<file path="src/rtl/eth_10g_pause_pkg.sv">
// eth_10g_pause_pkg
//   Shared constants, FSM state type and beat-layout helper for the
//   802.3x PAUSE frame generator. The frame body is 60 bytes, carried as
//   eight 64-bit beats with the first byte on [63:56].
package eth_10g_pause_pkg;

  localparam logic [47:0] PAUSE_DA         = 48'h0180C2000001;
  localparam logic [15:0] MAC_CTRL_ETYPE   = 16'h8808;
  localparam logic [15:0] PAUSE_OPCODE     = 16'h0001;
  localparam int          PAUSE_BEATS      = 8;
  localparam logic [2:0]  PAUSE_LAST_BEAT  = 3'(PAUSE_BEATS - 1);
  localparam logic [2:0]  PAUSE_LAST_EMPTY = 3'd4;

  typedef enum logic {
    IDLE,
    SEND
  } pause_state_e;

  // Payload for a given beat index. Beats 3..7 are padding. The last four
  // bytes of beat 7 are don't-care and are driven as zero.
  function automatic logic [63:0] pause_beat(input logic [2:0]  beat,
                                             input logic [47:0] sa,
                                             input logic [15:0] quanta);
    logic [63:0] data;
    data = '0;
    case (beat)
      3'd0:    data = {PAUSE_DA, sa[47:32]};
      3'd1:    data = {sa[31:0], MAC_CTRL_ETYPE, PAUSE_OPCODE};
      3'd2:    data = {quanta, 48'h0};
      default: data = '0;
    endcase
    return data;
  endfunction

endpackage

</file>
<file path="src/rtl/eth_10g_pause_frame_gen.sv">
// eth_10g_pause_frame_gen
//   Emits XOFF/XON MAC-control PAUSE frame bodies (60 bytes, no CRC) on a
//   64-bit Avalon-ST source (readyLatency 0).
// Ports:
//   clk, reset_n          clock, asynchronous active-low reset
//   cfg_enable            0 blocks new frames; a frame in flight completes
//   cfg_src_addr          station MAC address, [47:40] sent first
//   cfg_pause_quanta      quanta value carried in XOFF frames
//   cfg_holdoff           XOFF refresh period in cycles, 0 = no refresh
//   xoff_req              level request, 1 = peer must pause
//   out_*                 Avalon-ST source, all outputs registered
//   busy                  frame in flight
//   frame_sent            one-cycle pulse after the EOP beat is accepted
module eth_10g_pause_frame_gen
  import eth_10g_pause_pkg::*;
#(
  parameter int HOLDOFF_W = 16
) (
  input  logic                 clk,
  input  logic                 reset_n,
  input  logic                 cfg_enable,
  input  logic [47:0]          cfg_src_addr,
  input  logic [15:0]          cfg_pause_quanta,
  input  logic [HOLDOFF_W-1:0] cfg_holdoff,
  input  logic                 xoff_req,
  output logic                 out_valid,
  input  logic                 out_ready,
  output logic [63:0]          out_data,
  output logic [1:0]           out_error,
  output logic                 out_startofpacket,
  output logic                 out_endofpacket,
  output logic [2:0]           out_empty,
  output logic                 busy,
  output logic                 frame_sent
);

  pause_state_e         state_q, state_d;
  logic [2:0]           beat_q, beat_d;
  logic                 adv_q, adv_d;
  logic [47:0]          sa_q, sa_d;
  logic [15:0]          quanta_q, quanta_d;
  logic [HOLDOFF_W-1:0] holdoff_q, holdoff_d;
  logic                 out_valid_q, out_valid_d;
  logic [63:0]          out_data_q, out_data_d;
  logic                 out_sop_q, out_sop_d;
  logic                 out_eop_q, out_eop_d;
  logic [2:0]           out_empty_q, out_empty_d;
  logic                 frame_sent_q, frame_sent_d;

  logic                 accept;
  logic                 holdoff_expired;
  logic                 start;
  logic                 launch;
  logic [2:0]           beat_nxt;
  logic [15:0]          start_quanta;

  always_comb begin
    // NOTE: every variable gets a default first so no path can infer a latch.
    state_d      = state_q;
    beat_d       = beat_q;
    adv_d        = adv_q;
    sa_d         = sa_q;
    quanta_d     = quanta_q;
    out_valid_d  = out_valid_q;
    out_data_d   = out_data_q;
    out_sop_d    = out_sop_q;
    out_eop_d    = out_eop_q;
    out_empty_d  = out_empty_q;
    frame_sent_d = 1'b0;
    launch       = 1'b0;
    beat_nxt     = beat_q + 3'd1;
    start_quanta = xoff_req ? cfg_pause_quanta : 16'h0000;
    holdoff_d    = (holdoff_q != '0) ? holdoff_q - HOLDOFF_W'(1) : '0;

    accept = out_valid_q && out_ready;
    // The counter reaches zero at the end of this cycle, so a refresh SOP
    // lands exactly cfg_holdoff+1 cycles after the previous XOFF SOP.
    holdoff_expired = (holdoff_q <= HOLDOFF_W'(1));
    start = cfg_enable &&
            ((xoff_req != adv_q) ||
             (xoff_req && adv_q && (cfg_holdoff != '0) && holdoff_expired));

    case (state_q)
      IDLE: launch = start;
      SEND: begin
        if (accept) begin
          // adv_q already holds this frame's type.
          if (out_sop_q && adv_q) holdoff_d = cfg_holdoff;
          if (beat_q == PAUSE_LAST_BEAT) begin
            frame_sent_d = 1'b1;
            launch       = start;
            state_d      = IDLE;
            out_valid_d  = 1'b0;
            out_data_d   = '0;
            out_sop_d    = 1'b0;
            out_eop_d    = 1'b0;
            out_empty_d  = '0;
          end else begin
            beat_d      = beat_nxt;
            out_data_d  = pause_beat(beat_nxt, sa_q, quanta_q);
            out_sop_d   = 1'b0;
            out_eop_d   = (beat_nxt == PAUSE_LAST_BEAT);
            out_empty_d = (beat_nxt == PAUSE_LAST_BEAT) ? PAUSE_LAST_EMPTY : 3'd0;
          end
        end
      end
      default: state_d = IDLE;
    endcase

    // Starting a frame overrides the end-of-frame idle values, which gives
    // back-to-back frames with no gap beat.
    if (launch) begin
      state_d     = SEND;
      beat_d      = 3'd0;
      adv_d       = xoff_req;
      sa_d        = cfg_src_addr;
      quanta_d    = start_quanta;
      out_valid_d = 1'b1;
      out_data_d  = pause_beat(3'd0, cfg_src_addr, start_quanta);
      out_sop_d   = 1'b1;
      out_eop_d   = 1'b0;
      out_empty_d = 3'd0;
      if (!xoff_req) holdoff_d = '0;
    end
  end

  // NOTE: sequential state uses non-blocking assignments only.
  always_ff @(posedge clk or negedge reset_n) begin
    if (!reset_n) begin
      state_q      <= IDLE;
      beat_q       <= 3'd0;
      adv_q        <= 1'b0;
      sa_q         <= '0;
      quanta_q     <= '0;
      holdoff_q    <= '0;
      out_valid_q  <= 1'b0;
      out_data_q   <= '0;
      out_sop_q    <= 1'b0;
      out_eop_q    <= 1'b0;
      out_empty_q  <= '0;
      frame_sent_q <= 1'b0;
    end else begin
      state_q      <= state_d;
      beat_q       <= beat_d;
      adv_q        <= adv_d;
      sa_q         <= sa_d;
      quanta_q     <= quanta_d;
      holdoff_q    <= holdoff_d;
      out_valid_q  <= out_valid_d;
      out_data_q   <= out_data_d;
      out_sop_q    <= out_sop_d;
      out_eop_q    <= out_eop_d;
      out_empty_q  <= out_empty_d;
      frame_sent_q <= frame_sent_d;
    end
  end

  assign out_valid         = out_valid_q;
  assign out_data          = out_data_q;
  assign out_error         = 2'b00;
  assign out_startofpacket = out_sop_q;
  assign out_endofpacket   = out_eop_q;
  assign out_empty         = out_empty_q;
  // A frame is in flight exactly while the source holds valid.
  assign busy              = out_valid_q;
  assign frame_sent        = frame_sent_q;

endmodule

</file>
<file path="config.mk">
export PLATFORM = sky130hd
export DESIGN_NAME = eth_10g_pause_frame_gen
export DESIGN_NICKNAME = d
export VERILOG_FILES = /design/src/rtl/eth_10g_pause_pkg.sv /design/src/rtl/eth_10g_pause_frame_gen.sv
export SDC_FILE = /design/constraint.sdc
export NUM_CORES = 1
export LEC_CHECK = 0
export BUFFER_PORTS_ARGS = -buffer_cell sky130_fd_sc_hd__buf_2
export CAP_MARGIN = 10
export CELL_PAD_IN_SITES_DETAIL_PLACEMENT = 0
export CELL_PAD_IN_SITES_GLOBAL_PLACEMENT = 2
export CORE_MARGIN = 4
export CORE_UTILIZATION = 35
export CTS_BUF_LIST = sky130_fd_sc_hd__clkbuf_4 sky130_fd_sc_hd__clkbuf_8
export DETAILED_ROUTE_END_ITERATION = 8
export GPL_TIMING_DRIVEN = 0
export PLACE_DENSITY_LB_ADDON = 0.1
export SLEW_MARGIN = 20
export SYNTH_ARGS = -nofsm -noshare
export SYNTH_HDL_FRONTEND = slang
export SYNTH_SLANG_ARGS = --single-unit
</file>
<file path="constraint.sdc">
create_clock -name clk -period 2.7 [get_ports clk]
set_input_delay 0.405 -clock clk [delete_from_list [all_inputs] [get_ports clk]]
set_output_delay 0.405 -clock clk [all_outputs]
set_load 0.01 [all_outputs]
</file>
==> results of run 1 <==
logic make-up after synthesis:
kind of cell | share of synthesized area (%)
flip-flops | 54.85
XOR/XNOR | 1.796
AND/OR/NAND/NOR | 13.85
buffers and inverters | 7.281
other | 0.05914
multiplexers | 6.216
AO/OA/AOI/OAI | 13.97
adder cells (fa/ha/maj) | 1.973
cells in the mapped netlist (2+ instances only):
cell	instances
buf_6	7
xor2_1	4
buf_1	3
buf_2	6
a41oi_1	3
ha_1	10
nor2_1	22
inv_1	20
nor4_1	7
a21o_1	2
and3_1	5
a22o_1	15
a21oi_1	4
o21ai_0	23
nand4_1	19
a221o_1	3
nor3_1	23
buf_4	23
o21ai_1	10
nand2_1	43
dfrtp_1	139
a22oi_1	28
a31oi_1	18
nand3_1	38
xnor2_1	9
and2_1	3
clkbuf_1	25
mux2_2	35
nand4b_1	2
o211ai_1	15
area by class of cell:
type,count,area [um^2],share of cell area (%)
diodes,1,2.502,0.03156
plain buffers,63,395.4,4.986
clock buffers,17,234.0,2.950
clock inverters,15,212.7,2.682
inverters,20,75.07,0.9467
multi-input cells,374,2470,31.15
flip-flops and latches,139,3478,43.86
well taps,225,281.5,3.550
repair buffers,147,780.7,9.845
timing repair:
item,CTS,global route
hold endpoints to repair,59,0
hold buffers,1,0
pin swaps,0,1
buffers inserted,0,3
endpoints found under the setup margin,38,78
gates resized for setup,5,11
sequential cells by signal (all words and copies together) (netlist names):
name and flops:
out_data 50, adv_q 1, out_empty 1, frame_sent 1, beat_q 3, out_startofpacket 1, sa_q 48, state_q 1
holdoff_q 16, busy 1, quanta_q 16
per-stage QoR:
| stage | setup TNS (ns) | hold WS, ns |
|---|---|---|
| after global routing | 0 | 0.1584 |
| final | 0 | 0.1940 |
| after floorplan | 0 | 0.1094 |
| after global placement | -118.17 | 0.4703 |
| after CTS | 0 | 0.1563 |
| after detailed placement | -7.591 | 0.3699 |
per-layer routing:
metal  up-vias  share of wire (%)  global-route usage [%]
met5         -               0.12                       0
met4         4               0.76                   3.452
met3        13                5.9                   4.940
met2       134                 48                   29.03
met1      2533                 45                   23.93
li1       2455                  -                       -
layout by cell type, fill, tap and decap left out, types with 2 or more instances in the layout:
cell type	synthesis	routed
inv_1	20	20
and3_1	5	4
nand4b_1	2	2
xnor2_1	9	9
buf_4	23	26
nor4_4	1	2
bufinv_16	0	4
o21ai_1	10	10
nand4_1	19	19
a21oi_1	4	4
a31oi_1	18	18
clkbuf_1	25	17
nor3_1	23	23
xor2_1	4	4
nor4_1	7	7
nor2_1	22	21
a22o_1	15	15
mux2_2	35	35
nand3_1	38	38
dfrtp_1	139	139
inv_6	0	4
a41oi_1	3	3
ha_1	10	10
clkinv_4	0	4
buf_2	6	147
conb_1	1	16
a22oi_1	28	28
nor2_2	1	2
clkbuf_8	0	17
o211ai_1	15	15
and2_1	3	3
a21o_1	2	2
clkbuf_2	0	10
clkinvlp_4	0	3
nand2_1	43	43
buf_6	7	7
a221o_1	3	3
o21ai_0	23	23
power groups by stage:
stage / logic [mW] / clock network [mW] / registers [mW]
finish: 3.35 / 1.89 / 3.67
CTS: 3.37 / 1.96 / 3.67
detailed placement: 3.35 / 0 / 3.70
global route: 3.74 / 2.04 / 3.80
floorplan: 2.08 / 0 / 3.73
global placement: 3.28 / 0 / 3.68
path summary, 6_finish.rpt:
kind,start,end,slack (ns)
max,beat_q[0],out_data[11],0.19
min,cfg_src_addr[27],sa_q[27],0.19
max reg2reg,beat_q[0],out_data[11],0.19
min reg2reg,sa_q[4],out_data[36],0.50
max in group asynchronous,reset_n,out_data[41],1.47
min in group asynchronous,reset_n,out_data[59],0.48
==> out/results.ini, run 1 <==
[outcome]
status = completed

[cells_and_area]
stdcell_count = 1001
drive_above_1_share_pct = 34.58
utilization_pct = 45.22
fin_nets = 857
n_fill_cell = 1752
area_delta_synth_final_pct = 25.06
fin_area_mm2 = 0.007930

[detailed_routing]
drcViolationCount = 0
vias = 5139
drtAntennaViolNets = 0
routed_wl_mm = 18.06
drtIter0Drc = 307
avgRoutedWirePerCell_um = 18.04
viasPerCell = 5.134
dr.pass1.iters = 5

[sta]
max_freq_mhz = 398.8
setup_viol = 0
finalCritPeriodShare_pct = 92.86
grt_setup_unrepaired = no
slew_headroom_pct = 58.48
hold_viol = 0
fin_crit_ns = 2.507
fin_worst_skew_ns = 0.01104
fin_ws_ns = 0.1927
tightestPinTransition_ns = 0.6227
slew_violations = 0

[floorplanning]
core-area_mm2 = 0.01754
die_h_um = 142.6
io_pins = 159
die-area_mm2 = 0.02033
core.rowCount = 48
start_util_pct = 36.16
die_x_um = 142.6

[power]
p_clk_share_pct = 21.2
max-vdd-ir-drop_mv = 0.4763
internal-power_mw = 5.576
switching_power_mw = 3.345
total_power_mw = 8.921
seqPwrFrac_pct = 41.2
pwr-share-comb_pct = 37.6
switching_share_pct = 37.49
power_density_mw_per_mm2 = 1125
total_leakage_power_nw = 3.881

[place]
port_buffers = 142
gp_congestion = 0.7490
dpl_cell_area_mm2 = 0.007427
preCtsSetupSlack_ns = -0.4104
dp.cells = 965
dp_hpwl_mm = 12.97

[global_routing]
grt-ovfl-total = 0
grt_pass1_wl_mm = 28.21
grt_use_total_pct = 17.77
grt_pass1_vias = 5263
antenna_found_initial = 3
grt_max_degree = 81

[logic_synthesis]
syn-instance-count = 582
seq_area_frac_synth_pct = 54.85
ys_top_cells_by_area = dfrtp_1, mux2_2, a22oi_1
synth_area_leader_cell = dfrtp_1
synth_top_area_share_pct = 54.85
syn_avg_cell_area_um2 = 10.90
syn-cell-area_mm2 = 0.006341
synth_cell_types = 48
ys.flop_type = dfrtp_1
yosys_warnings = 0
synth_seq_cells = 139
async_flop_share_pct = 100.0
synth-edff-count = 0

[critical_path]
cpLargestDelayFamily = simple AND/OR/NAND/NOR gates
path_cells = ha_1, ha_1, nand3_1, nand2_1, nand2_1, clkbuf_2, clkbuf_2, nand4_1, a31oi_1
crit_path_max_fanout = 10
worst_setup_path_start_kind = register
crit_path_end_kind = register
critPathSlowestCell = dfrtp_1
cp_data_arrival_time_ns = 2.86
max_stage_delay_ns = 0.44
crit_cells = 9
ff2ff_path_depth = 9
worstSetupPathType = reg -> reg
crit_buf_inv = 2
cp_data_required_time_ns = 3.06

[cts]
cts_root_buf = clkbuf_8
insertion_delay_ns = 0.44
cts_buffers = 17
path_clk_slew_ns = 0.09
cts_tree = built
ctsLongestPathBuffers = 2
cts_max_level = 4
clock-sinks = 139

[flow_run]
maxCapViolCount = 0

[min_path]
worstHoldPathType = in -> reg
hold_depth = 2

No activity file was read; power rests on OpenSTA's default activity.
==> run 2: changes to the inputs <==
Settings changed: ABC_AREA set to 1, CORE_UTILIZATION 35 to 32.
==> out/results.ini, run 2 <==
[detailed_routing]
vias = 5575
dr.pass1.iters = 6
drcViolationCount = 0
drtIter0Drc = 247
drtAntennaViolNets = 0
viasPerCell = 4.397
routed_wl_mm = 19.03
avgRoutedWirePerCell_um = 15.01

[cts]
ctsLongestPathBuffers = 2
cts_buffers = 17
path_clk_slew_ns = 0.09
cts_tree = built
insertion_delay_ns = 0.45
cts_max_level = 4
cts_root_buf = clkbuf_8
clock-sinks = 139

[floorplanning]
core.rowCount = 52
io_pins = 159
core-area_mm2 = 0.02023
start_util_pct = 32.59
die-area_mm2 = 0.02297
die_h_um = 151.5
die_x_um = 151.5

[power]
power_density_mw_per_mm2 = 1011
p_clk_share_pct = 19.5
max-vdd-ir-drop_mv = 0.2679
seqPwrFrac_pct = 42.0
internal-power_mw = 4.852
switching_share_pct = 40.85
total_power_mw = 8.204
total_leakage_power_nw = 4.454
switching_power_mw = 3.352
pwr-share-comb_pct = 38.5

[sta]
max_freq_mhz = 416.3
finalCritPeriodShare_pct = 88.96
hold_viol = 0
slew_headroom_pct = 62.29
fin_crit_ns = 2.402
whs_ns = 0.1475
setup_viol = 0
tightestPinTransition_ns = 0.5657
fin_worst_skew_ns = 0.02058
fin_ws_ns = 0.2981
slew_violations = 0
grt_setup_unrepaired = no

[cells_and_area]
final_common_cell = nand2_1
stdcell_count = 1268
area_delta_synth_final_pct = 23.02
drive_above_1_share_pct = 23.95
final_cell_mix = nand2_1, buf_2, dfrtp_1
utilization_pct = 40.09
largest_reg_flops = 50
fin_nets = 1080
diodes = 0

[critical_path]
cp_data_arrival_time_ns = 2.69
worstSetupPathType = reg -> reg
crit_path_end_kind = register
cp_data_required_time_ns = 2.99
crit_path_max_fanout = 10
worst_setup_path_start_kind = register

[logic_synthesis]
synth_top_area_share_pct = 52.75
ys_top_cells_by_area = dfrtp_1, nand2_1, inv_1
syn-cell-area_mm2 = 0.006594
ys.flop_type = dfrtp_1
seq_area_frac_synth_pct = 52.75
synth_cell_types = 30
syn-instance-count = 808
synth_seq_cells = 139
yosys_warnings = 0
syn_avg_cell_area_um2 = 8.161
async_flop_share_pct = 100.0
synth_area_leader_cell = dfrtp_1
synth.most_common_cell = nand2_1
synth-edff-count = 0
synth_common_cells = nand2_1, dfrtp_1, inv_1

[place]
preCtsSetupSlack_ns = 0.1739
dp.cells = 1235
dp_hpwl_mm = 13.83
port_buffers = 141
gp_congestion = 0.7673

[global_routing]
grt_max_degree = 81
grt-ovfl-total = 0
grt_use_total_pct = 17.26
antenna_found_initial = 0
grt_pass1_wl_mm = 30.37
grt_pass1_vias = 5620

[flow_run]
maxCapViolCount = 0

[outcome]
status = completed

[min_path]
worstHoldPathType = in -> reg

## run 2: cell count changes after synthesis, sizes merged, moves of 16 or more
| cell | change |
|---|---|
| inv | +74 |
| nand2 | +255 |
| nand3 | -26 |
| o21ai | +38 |
| clkbuf | -16 |
| a31oi | -17 |
| a22oi | -28 |
| mux2 | -35 |
## run 2: cell type report
type / instances / area (um^2)
Clock buffer: 19 / 255.2
Clock inverter: 13 / 107.6
Timing Repair Buffer: 143 / 753.2
Fill cell: 2189 / 12120
Multi-Input combinational cell: 534 / 2480
Tap cell: 270 / 337.8
Inverter: 96 / 361.6
Sequential cell: 139 / 3478
Buffer: 54 / 337.8
## run 2: layer usage
layer  global-route usage (%)  part of all wire (%)  vias to the layer above
met5                        0                     0                        -
met4                    4.043                  0.80                        0
met3                    3.688                   4.1                       12
met1                    23.84                    48                     2614
li1                         -                     -                     2842
met2                    27.87                    47                      107
## run 2: cells by family (layout without fill, tap and decap cells)
family	after synthesis	count (layout)	synth area share (%)
adder cells (fa/ha/maj)	10	10	1.898
other	1	16	0.05687
buffers and inverters	150	325	10.61
XOR/XNOR	10	10	1.328
flip-flops	139	139	52.75
AO/OA/AOI/OAI	105	105	8.425
AND/OR/NAND/NOR	393	393	24.93
## run 2: per-stage QoR
stage	instance area, um^2	setup TNS [ns]
after floorplan	6650	0
after global placement	7694	-142.12
after detailed placement	7731	0
after CTS	8104	0
after global routing	8112	0
final	8112	0
## run 2: worst max-delay path, stage by stage (launching register included)
cell and delay, ns:
dfrtp_1 0.44, ha_1 0.22, ha_1 0.17, buf_4 0.18, inv_1 0.25, o21ai_4 0.17
nand3_4 0.17, clkbuf_1 0.46, o21ai_0 0.17
## run 2: power by group through the flow
stage          Clock (mW)  Sequential, mW  Combinational [mW]
2_1_floorplan           0            3.52                2.05
3_3_place_gp            0            3.48                3.19
3_5_place_dp            0            3.48                3.21
4_1_cts              1.67            3.45                3.24
5_1_grt              1.77            3.55                3.66
6_report             1.60            3.44                3.16
## run 2: timing repair
item,CTS,global route
setup buffers,0,0
hold buffers,1,0
gates resized for setup,0,1
setup endpoints to repair,0,13
endpoints found under the hold margin,59,0
## run 2: path summary, 6_finish.rpt
path,from,to,slack (ns),cells after the start
max,beat_q[0],busy,0.30,8
min,cfg_src_addr[25],sa_q[25],0.15,3
max reg2reg,beat_q[0],busy,0.30,8
min reg2reg,out_data[57],out_data[57],0.47,2
max in group asynchronous,reset_n,out_data[3],1.45,3
min in group asynchronous,reset_n,holdoff_q[6],0.46,2
